===== config.mk =====
export PLATFORM = sky130hd
export DESIGN_NAME = pipelined_uniform_adder
export DESIGN_NICKNAME = d
export VERILOG_FILES = /design/src/rtl/pipelined_uniform_adder.sv
export SDC_FILE = /design/constraint.sdc
export NUM_CORES = 1
export LEC_CHECK = 0
export BUFFER_PORTS_ARGS = -buffer_cell sky130_fd_sc_hd__buf_2
export CAP_MARGIN = 40
export CORE_UTILIZATION = 40
export CTS_BUF_LIST = sky130_fd_sc_hd__clkbuf_16
export DETAILED_ROUTE_END_ITERATION = 7
export PLACE_DENSITY = 0.63
export REMOVE_ABC_BUFFERS = 1
export SYNTH_ARGS = -nofsm -noshare
export SYNTH_HDL_FRONTEND = slang
export SYNTH_SLANG_ARGS = --single-unit

===== constraint.sdc =====
create_clock -name clk -period 2.9 [get_ports clk]
set_input_delay 0.435 -clock clk [delete_from_list [all_inputs] [get_ports clk]]
set_output_delay 0.435 -clock clk [all_outputs]
set_load 0.02 [all_outputs]

===== src/rtl/pipelined_uniform_adder.sv =====
`default_nettype none
// ============================================================================
// Module      : pipelined_uniform_adder
// Description : Streaming adder/subtractor built from uniform BLOCK-bit
//               carry-select blocks. One block is resolved per pipeline stage,
//               so latency is NBLK cycles with one result per cycle. Valid/ready
//               handshakes are provided on both sides. A stalled output freezes
//               the whole pipe.
// Ports       : clk, rst_n (async, active low)
//               in_valid / in_ready   - operand handshake
//               inp1, inp2, cin, sub  - operands; sub=1 gives inp1-inp2
//               out_valid / out_ready - result handshake
//               out, cout             - result and MSB carry-out
//               ovf                   - signed overflow (ADDER_OVF_EN only)
// Options     : `define ADDER_OVF_EN adds the registered ovf output
// Revision    : 1.0 - initial release
// ============================================================================
module pipelined_uniform_adder #(
    parameter int WIDTH = 12,
    parameter int BLOCK = 4
) (
    input  logic             clk,
    input  logic             rst_n,
    input  logic             in_valid,
    output logic             in_ready,
    input  logic [WIDTH-1:0] inp1,
    input  logic [WIDTH-1:0] inp2,
    input  logic             cin,
    input  logic             sub,
    output logic             out_valid,
    input  logic             out_ready,
    output logic [WIDTH-1:0] out,
    output logic             cout
`ifdef ADDER_OVF_EN
    ,
    output logic             ovf
`endif
);

    localparam int NBLK = WIDTH / BLOCK;
    // Operand registers are only needed by stages that still have blocks to add.
    localparam int OPS  = (NBLK > 1) ? NBLK - 1 : 1;

    if ((WIDTH % BLOCK) != 0) begin : g_width_check
        $error("pipelined_uniform_adder: WIDTH must be a multiple of BLOCK");
    end

    logic                       w_adv;
    logic [WIDTH-1:0]           w_b_eff;
    logic                       w_c_eff;

    logic [NBLK-1:0]            r_valid;
    logic [NBLK-1:0]            r_carry;
    logic [NBLK-1:0][WIDTH-1:0] r_sum;
    logic [OPS-1:0][WIDTH-1:0]  r_a;
    logic [OPS-1:0][WIDTH-1:0]  r_b;

    logic [NBLK-1:0][WIDTH-1:0] w_nsum;
    logic [NBLK-1:0]            w_ncarry;

`ifdef ADDER_OVF_EN
    logic                       w_novf;
    logic                       r_ovf;
`endif

    // The pipe moves as one unit: it advances whenever the output slot is
    // empty or being drained this cycle.
    assign w_adv    = !out_valid || out_ready;
    assign in_ready = w_adv;

    assign w_b_eff  = sub ? ~inp2 : inp2;
    assign w_c_eff  = sub | cin;

    for (genvar k = 0; k < NBLK; k++) begin : g_stage
        logic [BLOCK-1:0] w_a_blk;
        logic [BLOCK-1:0] w_b_blk;
        logic [BLOCK:0]   w_res;

        if (k == 0) begin : g_first
            assign w_a_blk   = inp1[BLOCK-1:0];
            assign w_b_blk   = w_b_eff[BLOCK-1:0];
            assign w_res     = {1'b0, w_a_blk} + {1'b0, w_b_blk} + (BLOCK+1)'(w_c_eff);
            assign w_nsum[0] = WIDTH'(w_res[BLOCK-1:0]);
        end else begin : g_csel
            logic [BLOCK:0] w_s0;
            logic [BLOCK:0] w_s1;
            assign w_a_blk   = r_a[k-1][k*BLOCK +: BLOCK];
            assign w_b_blk   = r_b[k-1][k*BLOCK +: BLOCK];
            // Both carry-in cases are formed, then the previous stage's
            // registered carry picks one.
            assign w_s0      = {1'b0, w_a_blk} + {1'b0, w_b_blk};
            assign w_s1      = {1'b0, w_a_blk} + {1'b0, w_b_blk} + (BLOCK+1)'(1);
            assign w_res     = r_carry[k-1] ? w_s1 : w_s0;
            // Lower blocks pass through; this block's slot is still zero.
            assign w_nsum[k] = r_sum[k-1] | (WIDTH'(w_res[BLOCK-1:0]) << (k * BLOCK));
        end

        assign w_ncarry[k] = w_res[BLOCK];

`ifdef ADDER_OVF_EN
        if (k == NBLK - 1) begin : g_ovf
            // Carry into the MSB is recovered as a ^ b ^ sum at that bit.
            assign w_novf = w_a_blk[BLOCK-1] ^ w_b_blk[BLOCK-1]
                          ^ w_res[BLOCK-1] ^ w_res[BLOCK];
        end
`endif
    end

    // The last operand register is only partially consumed.
    logic w_unused_ops;
    assign w_unused_ops = ^{r_a[OPS-1], r_b[OPS-1]};

    always_ff @(posedge clk or negedge rst_n) begin
        if (!rst_n) begin
            r_valid <= '0;
            r_carry <= '0;
            r_sum   <= '0;
            r_a     <= '0;
            r_b     <= '0;
`ifdef ADDER_OVF_EN
            r_ovf   <= 1'b0;
`endif
        end else if (w_adv) begin
            r_valid[0] <= in_valid;
            for (int k = 1; k < NBLK; k++) begin
                r_valid[k] <= r_valid[k-1];
            end
            r_sum   <= w_nsum;
            r_carry <= w_ncarry;
            r_a[0]  <= inp1;
            r_b[0]  <= w_b_eff;
            for (int k = 1; k < OPS; k++) begin
                r_a[k] <= r_a[k-1];
                r_b[k] <= r_b[k-1];
            end
`ifdef ADDER_OVF_EN
            r_ovf   <= w_novf;
`endif
        end
    end

    assign out_valid = r_valid[NBLK-1];
    assign out       = r_sum[NBLK-1];
    assign cout      = r_carry[NBLK-1];
`ifdef ADDER_OVF_EN
    assign ovf       = r_ovf;
`endif

endmodule
`default_nettype wire


-- Word level (Yosys, flattened, before mapping)
Index checks and enable logic that the tools add are counted.
- add/subtract/negate cells: 6
- mux-type cells: 3
- bitwise gates (word level): 4
- reductions and logical operators: 2
- operators by type and width (cell ; count):
    4-bit by 4-bit adder with 5-bit output ; 3
    12-bit 2-to-1 mux ; 1
    12-bit inverter ; 1
    12-bit bitwise OR ; 1
    5-bit by 1-bit adder with 5-bit output, second input constant ; 2
    5-bit 2-to-1 mux ; 2
    4-bit by 8-bit bitwise OR with 8-bit output ; 1
    5-bit by 1-bit adder with 5-bit output ; 1
    1-bit logical NOT ; 1
    1-bit logical OR ; 1
    1-bit bitwise OR ; 1
- bits in registers: 82
- output and inout port bits: 15

-- Logic depth before layout (Yosys ltp)
Gate-level depths: netlist of the first run.
- depth after elaboration: 4
- depth in mapped cells: 9
- depth with buffers taken out: 9

-- Least setup slack after synthesis of the first run
Ideal clock, no wire load.
- path kind: input -> register
- start: input sub
- end: register r_carry[0]
- data arrival time: 2236 ps
- required time: 2752 ps
- slack: 517 ps
- cell stages on the path: 8
- cells stage by stage: clkbuf_1 buf_2 or2_2 fa_1 fa_1 a21o_1 a21oi_1 a21oi_1
- word-level cells in the longest chain between the ends: 3
- elaborated cells on any way between the ends: 4
- those cells by class: add/sub (2); mux (1); bitwise (1)
- ends and longest elaborated chain (item ; line ; RTL):
    from (decl) ; 29 ; input logic sub,
    12-bit 2-to-1 mux ; 71 ; assign w_b_eff = sub ? ~inp2 : inp2;
    4-bit by 4-bit adder with 5-bit output ; 82 ; assign w_res = {1'b0, w_a_blk} + {1'b0, w_b_blk} + (BLOCK+1)'(w_c_eff);
    5-bit by 1-bit adder with 5-bit output (*) ; 82 ;
    to (signal assigned) ; 129 ; r_carry <= w_ncarry;
    to (decl) ; 53 ; logic [NBLK-1:0] r_carry;
Mark *: on every way between the ends. The rest lies on a longest branch, timed or not.
A chain may end at the register's enable or synchronous reset.

-- Worst setup path after layout of the first run
- start: register r_a, in the netlist g_stage[1].w_a_blk[0]
- end: register r_carry[1]
- word-level cells in the longest chain between the ends: 3
- ends and longest elaborated chain (item ; line ; RTL):
    from (decl) ; 55 ; logic [OPS-1:0][WIDTH-1:0] r_a;
    from (signal, indexed assignment) ; 133 ; r_a[k] <= r_a[k-1];
    4-bit by 4-bit adder with 5-bit output (*) ; 91, 92 ;
    5-bit by 1-bit adder with 5-bit output ; 92 ; assign w_s1 = {1'b0, w_a_blk} + {1'b0, w_b_blk} + (BLOCK+1)'(1);
    5-bit 2-to-1 mux (*) ; 93 ; assign w_res = r_carry[k-1] ? w_s1 : w_s0;
Marked as above.

==> results of run 1 <==
==> metal layers <==
layer / vias up / routed length [um]
met5: - / 0
met4: 0 / 93
met3: 7 / 191
met2: 40 / 2467
met1: 960 / 2327
li1: 1037 / -
==> critical path: stages, from the launching register on <==
cell and delay (ns):
dfrtp_1 0.38, ha_1 0.21, inv_1 0.07, fa_1 0.44
inv_1 0.08, ha_1 0.16, nand2_1 0.09, a2111oi_1 0.48
o221a_1 0.29, a211oi_2 0.05
==> cell families after synthesis <==
family,Yosys count,share of synthesized area (%)
AND/OR/NAND/NOR,140,20.74
flip-flops,54,47.96
AO/OA/AOI/OAI,40,9.324
buffers and inverters,37,6.883
XOR/XNOR,20,6.483
adder cells (fa/ha/maj),17,8.615
==> area by class of cell <==
cell class	instances	area (um^2)	share of cell area (%)
flip-flops and latches	54	1351	42.44
multi-input cells	217	1280	40.20
repair buffers	49	257.7	8.094
clock buffers	5	125.1	3.929
well taps	96	120.1	3.772
inverters	9	33.78	1.061
clock inverters	3	16.27	0.5108
==> cells in the final DEF, fill, tap and decap left out, types with 7 or more instances in the layout <==
cell type  netlist  routed
nand2_1        110     110
dfrtp_1         54      54
buf_2            8      44
o21ai_0         15      15
ha_1            13      13
xnor2_1         12      12
a21oi_1          9       9
nor2_1           9       9
inv_1            8       8
xor2_1           7       7
==> final timing paths <==
path | to | slack (ns) | cells past startpoint
setup / recovery | r_carry[1]$_DFFE_PN0P_ | 0.54 | 9
min in group clk | g_stage[1].w_a_blk[2]$_DFFE_PN0P_ | 0.33 | 3
hold / removal | out[7]$_DFFE_PN0P_ | 0.05 | 1
setup reg to reg | r_carry[1]$_DFFE_PN0P_ | 0.54 | 9
max in group asynchronous | r_sum[13]$_DFFE_PN0P_ | 2.19 | 2
hold reg to reg | out[2]$_DFFE_PN0P_ | 0.46 | 2
==> power by group through the flow <==
stage / combinational (mW) / sequential, mW / clock, mW
2_1_floorplan: 0.848 / 1.32 / 0
3_3_place_gp: 1.28 / 1.22 / 0
3_5_place_dp: 1.31 / 1.23 / 0
4_1_cts: 1.31 / 1.21 / 0.606
5_1_grt: 1.48 / 1.25 / 0.628
6_report: 1.29 / 1.21 / 0.582
==> through the flow <==
stage	power (mW)	setup TNS, ns
floorplan	2.169	-36.49
finish	3.082	0
CTS	3.133	0
global placement	2.495	0
global route	3.360	0
detailed placement	2.533	0
==> state kept, by name, summed over array words and instances (netlist names) <==
name and count:
r_valid 3, r_carry 3, r_sum 12, r_b 4
r_a 4, g_stage.w_b_blk 8, out 12, g_stage.w_a_blk 8
==> impl_metrics.yaml, run 1 <==
run_status:
  outcome: "complete, no violations"
clock_tree:
  clock_latency_ns: 0.29
  clockBufferDepth: 2
  ctsResizeCount: 0
  cts-root-buf: "clkbuf_16"
  htree_levels: 2
  tritoncts: "done"
  cts_setup_buffers: 0
  cts_hold_buf: 0
  cts_buffers: 5
  clkSinkCount: 54
  clk_pin_slew_ns: 0.07
sta:
  slew_violations: 0
  period_minus_slack_ns: 2.364
  whs_ns: 0.05001
  min_period_over_period_pct: 81.52
  fin_ws_ns: 0.5359
  relSlewSlack_pct: 62.18
  skew_ns: 0.006918
  grt_setup_unrepaired: "no"
  finalHoldViolations: 0
  fmax_ghz: 0.4230
  setup_violations: 0
  worst_slew_pin_slew_ns: 0.5672
power:
  pwr-share-clk_pct: 18.9
  seq_power_share_pct: 39.3
  p_per_area_nw_per_um2: 967.8
  p_int_mw: 1.892
  vdd_drop_max_uv: 336.4
  combPwrFrac_pct: 41.8
  switchingPower_mw: 1.190
  p_leak_nw: 1.581
  p_sw_share_pct: 38.60
grt:
  grt_pass1_wl_mm: 9.108
  grtUsageTotal_pct: 15.86
  grt_overflow_total: 0
  met1_usage_pct: 19.62
  grt_util_met3_pct: 2.599
  grt_util_met2_pct: 27.34
  grt_pass1_vias: 2012
  antenna_found_initial: 0
  top_usage_layer: "met2"
  grt_max_degree: 62
detailed_routing:
  drcViolationCount: 0
  via_per_inst: 4.721
  wl_per_cell_um: 11.73
  num_vias: 2044
  totalWireLength_mm: 5.079
  drtPass1Iterations: 4
  ant_nets: 0
  drt_iter0_drc: 66
run:
  max_cap_viol_count: 0
die:
  start_util_pct: 41.47
  coreArea_um2: 6794
  rows: 30
  die_h_um: 85.93
  dieArea_um2: 7384
  die_x_um: 85.93
  io_pins: 45
place:
  io_buffers: 44
  dp.cells: 425
  place_congestion: 0.7741
  hpwl_mm: 3.597
  dp_slack_ns: 0.5458
  placed_area_um2: 3043
cells_and_area:
  n_antenna_cell: 0
  finish.utilization_pct: 46.87
  nets: 383
  drive_above_1_share_pct: 18.69
  syn_to_final_growth_pct: 13.01
  n_fill_cell: 689
  fin_cells: 433
  design_area_um2: 3184
worst_setup_path:
  worst-setup-path-type: "flip-flop to flip-flop"
  cp-startpoint: "g_stage[1].w_a_blk[0]$_DFFE_PN0P_"
  start_kind: "flip-flop"
  worstSetupEndpointType: "flip-flop"
  required_ns: 3.07
  r2r_start: "g_stage[1].w_a_blk[0]$_DFFE_PN0P_"
  cp_max_fo: 3
  cp.arrival_ns: 2.54
synthesis:
  synth_largest_area_cell: "dfrtp_1"
  yosys-top-cells-count: "110 x nand2_1, 54 x dfrtp_1, 15 x o21ai_0"
  synth_top_area_share_pct: 47.96
  synth_edf_count: 0
  yosysWarnings: 0
  ys_ff_latch: 54
  synth.most_common_cell: "nand2_1"
  syn_inst: 308
  syn_area_um2: 2818
  synthTopCellsByArea: "dfrtp_1 48%, nand2_1 15%, ha_1 5.8%"
  async_flop_share_pct: 100.0
  syn_avg_cell_area_um2: 9.148
  synth_flop_cell: "dfrtp_1"
  yosysUniqueCellTypes: 35
  ys_seq_area_share_pct: 47.96
worst_hold_path:
  hold_path.class: "input port to async pin"
No activity file was read; power rests on OpenSTA's default activity.
==> run 2, diff against run 1 <==
Clock period 2.9 ns to 2.3 ns, I/O delays scaled along.
==> impl_metrics.yaml, run 2 (synthesis results as in run 1) <==
grt:
  grt_max_degree: 55
  grt_overflow_total: 0
  grtUsageTotal_pct: 15.17
  grt_pass1_vias: 1932
  antenna_found_initial: 0
  grt_pass1_wl_mm: 8.832
detailed_routing:
  drcViolationCount: 0
  wl_per_cell_um: 11.71
  via_per_inst: 4.615
  drtPass1Iterations: 4
  totalWireLength_mm: 5.080
  ant_nets: 0
  drt_iter0_drc: 81
  num_vias: 2003
place:
  placed_area_um2: 3063
  place_congestion: 0.7412
  dp_slack_ns: 0.009216
  io_buffers: 44
  hpwl_mm: 3.595
worst_setup_path:
  cp-startpoint: "g_stage[1].w_a_blk[0]$_DFFE_PN0P_"
  cpPeakStageDelay_ns: 0.53
  r2r_start: "g_stage[1].w_a_blk[0]$_DFFE_PN0P_"
  start_kind: "flip-flop"
  required_ns: 2.50
  cp_max_fo: 3
  worst-setup-path-type: "flip-flop to flip-flop"
  crit_slowest_cell: "fa_1"
  worstSetupEndpointType: "flip-flop"
  cp.arrival_ns: 2.42
  crit_path_end: "r_carry[1]$_DFFE_PN0P_"
  crit_chain: "ha_1 > inv_1 > fa_1 > inv_1 > ha_1 > and3_1 > and4b_1 > o221a_1 > a211oi_2"
  regToRegEndpoint: "r_carry[1]$_DFFE_PN0P_"
  ff2ff_path_depth: 9
  reg2reg_setup_slack_ns: 0.08
power:
  power_mw: 3.979
  vdd_drop_max_uv: 394.9
  p_per_area_nw_per_um2: 1225
  switchingPower_mw: 1.555
  p_leak_nw: 1.589
  p_sw_share_pct: 39.07
  p_int_mw: 2.425
  seq_power_share_pct: 38.5
  combPwrFrac_pct: 43.3
  pwr-share-clk_pct: 18.2
sta:
  fmax_ghz: 0.4498
  setup_violations: 0
  whs_ns: 0.1865
  min_period_over_period_pct: 96.66
  relSlewSlack_pct: 53.93
  period_minus_slack_ns: 2.223
  grt_setup_unrepaired: "yes"
  finalHoldViolations: 0
  skew_ns: 0.005065
  worst_slew_pin_slew_ns: 0.6910
  slew_violations: 0
  fin_ws_ns: 0.07673
die:
  start_util_pct: 41.47
  dieArea_um2: 7384
  die_x_um: 85.93
  rows: 30
  die_h_um: 85.93
  io_pins: 45
  coreArea_um2: 6794
clock_tree:
  clkSinkCount: 54
  cts_buffers: 5
  tritoncts: "done"
  htree_levels: 2
  clockBufferDepth: 2
  clock_latency_ns: 0.29
  clk_pin_slew_ns: 0.07
  cts-root-buf: "clkbuf_16"
cells_and_area:
  final_common_cell: "nand2_1"
  final_cell_mix: "109 x nand2_1, 54 x dfrtp_1, 44 x buf_2"
  finish.utilization_pct: 47.81
  syn_to_final_growth_pct: 15.28
  drive_above_1_share_pct: 20.41
  nets: 384
  design_area_um2: 3248
  n_antenna_cell: 0
worst_hold_path:
  hold_path.class: "input port to async pin"
run_status:
  outcome: "complete, no violations"
run:
  max_cap_viol_count: 0
run 2: cell types whose count changed in the layout (fill, tap and decap cells not counted), sizes merged:
cell and delta:
clkinv +1, buf +1, clkinvlp -1
run 2: cell type report:
class / instances / area [um^2]
Clock buffer: 5 / 125.1
Clock inverter: 3 / 16.27
Fill cell: 672 / 3546
Inverter: 9 / 33.78
Multi-Input combinational cell: 217 / 1324
Sequential cell: 54 / 1351
Tap cell: 96 / 120.1
Timing Repair Buffer: 50 / 277.8
run 2: worst min path at each step:
stage          cells past startpoint  slack, ns                    from                                 to
6_report                           2       0.19                   rst_n                out[10]$_DFFE_PN0P_
5_1_grt                            3       0.25                 inp1[6]  g_stage[1].w_a_blk[2]$_DFFE_PN0P_
4_1_cts                            2       0.22                   rst_n                 out[6]$_DFFE_PN0P_
3_5_place_dp                       1       0.45  r_valid[1]$_DFFE_PN0P_             r_valid[2]$_DFFE_PN0P_
3_3_place_gp                       1       0.44  r_valid[1]$_DFFE_PN0P_             r_valid[2]$_DFFE_PN0P_
2_1_floorplan                      0       0.05                   rst_n  g_stage[1].w_a_blk[0]$_DFFE_PN0P_
run 2: stage by stage:
stage	TNS, ns	instances
after detailed placement	0	426
after floorplan	-69.19	280
after global placement	0	426
final	0	434
after CTS	0	434
after global routing	-0.04951	434
run 2: critical path, delay by kind of cell (launching register included):
family	cells	cell delay (ns)
simple gates	2	0.37
compound gates	2	0.40
flops	1	0.35
buf+inv	2	0.12
fa+ha+maj	3	0.90
run 2: per-layer routing:
| metal | GRT usage (%) | wire (um) | up-vias |
|---|---|---|---|
| met5 | 0 | 0 | - |
| met4 | 4.545 | 30 | 0 |
| met3 | 3.080 | 169 | 2 |
| met2 | 25.90 | 2493 | 33 |
| met1 | 19.41 | 2387 | 929 |
| li1 | - | - | 1039 |
run 2: power by group through the flow:
stage | sequential, mW | combinational (mW) | clock, mW
6_report | 1.53 | 1.72 | 0.723
5_1_grt | 1.59 | 1.95 | 0.800
4_1_cts | 1.54 | 1.68 | 0.759
3_5_place_dp | 1.55 | 1.67 | 0
3_3_place_gp | 1.54 | 1.63 | 0
2_1_floorplan | 1.67 | 1.07 | 0
run 2: what timing repair did:
action,CTS,global route
pin swaps,0,3
cloned,0,0
setup endpoints to repair,1,2
hold buffers,0,0
setup buffers,0,0
gates resized for setup,1,7
==> run 3, diff against run 2 <==
Settings changed: ABC_AREA set to 1.
==> impl_metrics.yaml, run 3 <==
cells_and_area:
  seq_area_um2: 1351
  final_cell_mix: "105 x nand2_1, 54 x dfrtp_1, 44 x buf_2"
  syn_to_final_growth_pct: 10.71
  n_antenna_cell: 0
  final_common_cell: "nand2_1"
  multi_input_area_um2: 1214
  nets: 418
  drive_above_1_share_pct: 18.28
  n_fill_cell: 721
clock_tree:
  cts_buffers: 5
  cts_setup_buffers: 0
  tritoncts: "done"
  clockBufferDepth: 2
  cts_hold_buf: 0
  cts-root-buf: "clkbuf_16"
  ctsResizeCount: 0
  clk_pin_slew_ns: 0.07
  htree_levels: 2
  clkSinkCount: 54
  clock_latency_ns: 0.29
synthesis:
  syn_avg_cell_area_um2: 8.506
  yosys-top-cells-count: "105 x nand2_1, 54 x dfrtp_1, 37 x inv_1"
  synth.most_common_cell: "nand2_1"
  synthTopCellsByArea: "dfrtp_1 46%, nand2_1 14%, o21ai_0 5.7%"
  ys_seq_area_share_pct: 46.45
  synth_top_area_share_pct: 46.45
  synth_largest_area_cell: "dfrtp_1"
  synth_flop_cell: "dfrtp_1"
  yosysWarnings: 0
  async_flop_share_pct: 100.0
  ys_ff_latch: 54
  syn_inst: 342
  synth_edf_count: 0
  yosysUniqueCellTypes: 27
  syn_area_um2: 2909
place:
  hpwl_mm: 3.457
  place_congestion: 0.8053
  io_buffers: 44
  dp_slack_ns: 0.2531
die:
  die_x_um: 87.28
  coreArea_um2: 6907
  rows: 30
  dieArea_um2: 7618
  start_util_pct: 42.12
  die_h_um: 87.28
  io_pins: 45
grt:
  grt_pass1_vias: 2087
  grt_pass1_wl_mm: 9.197
  grtUsageTotal_pct: 15.47
  grt_overflow_total: 0
  antenna_found_initial: 0
  grt_max_degree: 66
worst_setup_path:
  required_ns: 2.45
  r2r_start: "g_stage[1].w_a_blk[0]$_DFFE_PN0P_"
  crit_slowest_cell: "fa_1"
  crit_chain: "ha_1 > inv_1 > fa_1 > inv_1 > ha_1 > nand2_1 > nor2_4 > nor2_1 > nand2_1 > o21ai_0"
  worstSetupEndpointType: "flip-flop"
  cp-startpoint: "g_stage[1].w_a_blk[0]$_DFFE_PN0P_"
  worst-setup-path-type: "flip-flop to flip-flop"
  cpPeakStageDelay_ns: 0.44
  start_kind: "flip-flop"
  cp.arrival_ns: 2.13
  cp_max_fo: 3
detailed_routing:
  wl_per_cell_um: 10.87
  num_vias: 2120
  ant_nets: 0
  totalWireLength_mm: 5.086
  via_per_inst: 4.530
  drtPass1Iterations: 4
  drcViolationCount: 0
  drt_iter0_drc: 103
sta:
  min_period_over_period_pct: 86.12
  worst_slew_pin_slew_ns: 0.7126
  fmax_ghz: 0.5049
  slew_violations: 0
  fin_ws_ns: 0.3192
  grt_setup_unrepaired: "no"
  finalHoldViolations: 0
  relSlewSlack_pct: 52.42
  setup-tns-final_ns: 0
  setup_violations: 0
  period_minus_slack_ns: 1.981
  skew_ns: 0.007822
power:
  p_per_area_nw_per_um2: 1206
  vdd_drop_max_uv: 389.5
  p_leak_nw: 1.690
run_status:
  outcome: "complete, no violations"
run:
  max_cap_viol_count: 0
worst_hold_path:
  hold_path.class: "input port to async pin"
## run 3: power by group
part | total (mW) | internal [mW] | switching, mW
clock | 0.724 | 0.400 | 0.325
combinational | 1.67 | 0.613 | 1.06
sequential | 1.49 | 1.31 | 0.173
## run 3: metal layers
layer / routed length, um / part of all wire, % / vias to the layer above / global-route usage (%)
li1: - / - / 1114 / -
met1: 2428 / 48 / 964 / 19.82
met2: 2428 / 48 / 37 / 26.42
met3: 180 / 3.5 / 5 / 3.223
met4: 49 / 0.96 / 0 / 4.322
met5: 0 / 0 / - / 0
## run 3: worst paths after layout
check | end | slack (ns) | depth (start not counted)
min reg2reg | out[1]$_DFFE_PN0P_ | 0.47 | 2
min | r_a[8]$_DFFE_PN0P_ | 0.17 | 2
min in group clk | r_a[11]$_DFFE_PN0P_ | 0.25 | 3
max | r_sum[18]$_DFFE_PN0P_ | 0.32 | 10
max reg2reg | r_sum[18]$_DFFE_PN0P_ | 0.32 | 10
max in group asynchronous | out[0]$_DFFE_PN0P_ | 1.68 | 2
## run 3: cells by family after synthesis
family / count (synthesis) / share of synthesized area, %
buffers and inverters: 65 / 11.83
DFF: 54 / 46.45
xor gates and xnor gates: 12 / 3.613
AOI/OAI and AO/OA: 44 / 7.957
and+or+nand+nor: 150 / 21.81
adders and majority gates: 17 / 8.344
## run 3: per-stage QoR
stage | instance area, um^2 | utilization, % | cells | power [mW] | hold WS (ns)
after floorplan | 2715 | - | 317 | 2.737 | 0.04941
after global placement | 3078 | 44.57 | 460 | 3.143 | 0.4469
after detailed placement | 3078 | 44.57 | 460 | 3.189 | 0.4534
after CTS | 3221 | 46.63 | 468 | 3.946 | 0.2082
after global routing | 3221 | 46.63 | 468 | 4.297 | 0.2429
final | 3221 | 46.63 | 468 | 3.883 | 0.1718
## run 3: worst max-delay path: cells and delay by family (launching register included)
kind                       cells  cell delay, ns
DFF                            1            0.38
buffers and inverters          2            0.19
and+or+nand+nor                4            0.37
adders and majority gates      3            0.82
AOI/OAI and AO/OA              1            0.08
## run 3: cell type report
type | instances | share of cell area (%)
flip-flops and latches | 54 | 41.96
multi-input cells | 223 | 37.68
repair buffers | 47 | 7.537
inverters | 40 | 4.662
clock buffers | 5 | 3.885
well taps | 96 | 3.730
clock inverters | 3 | 0.5439
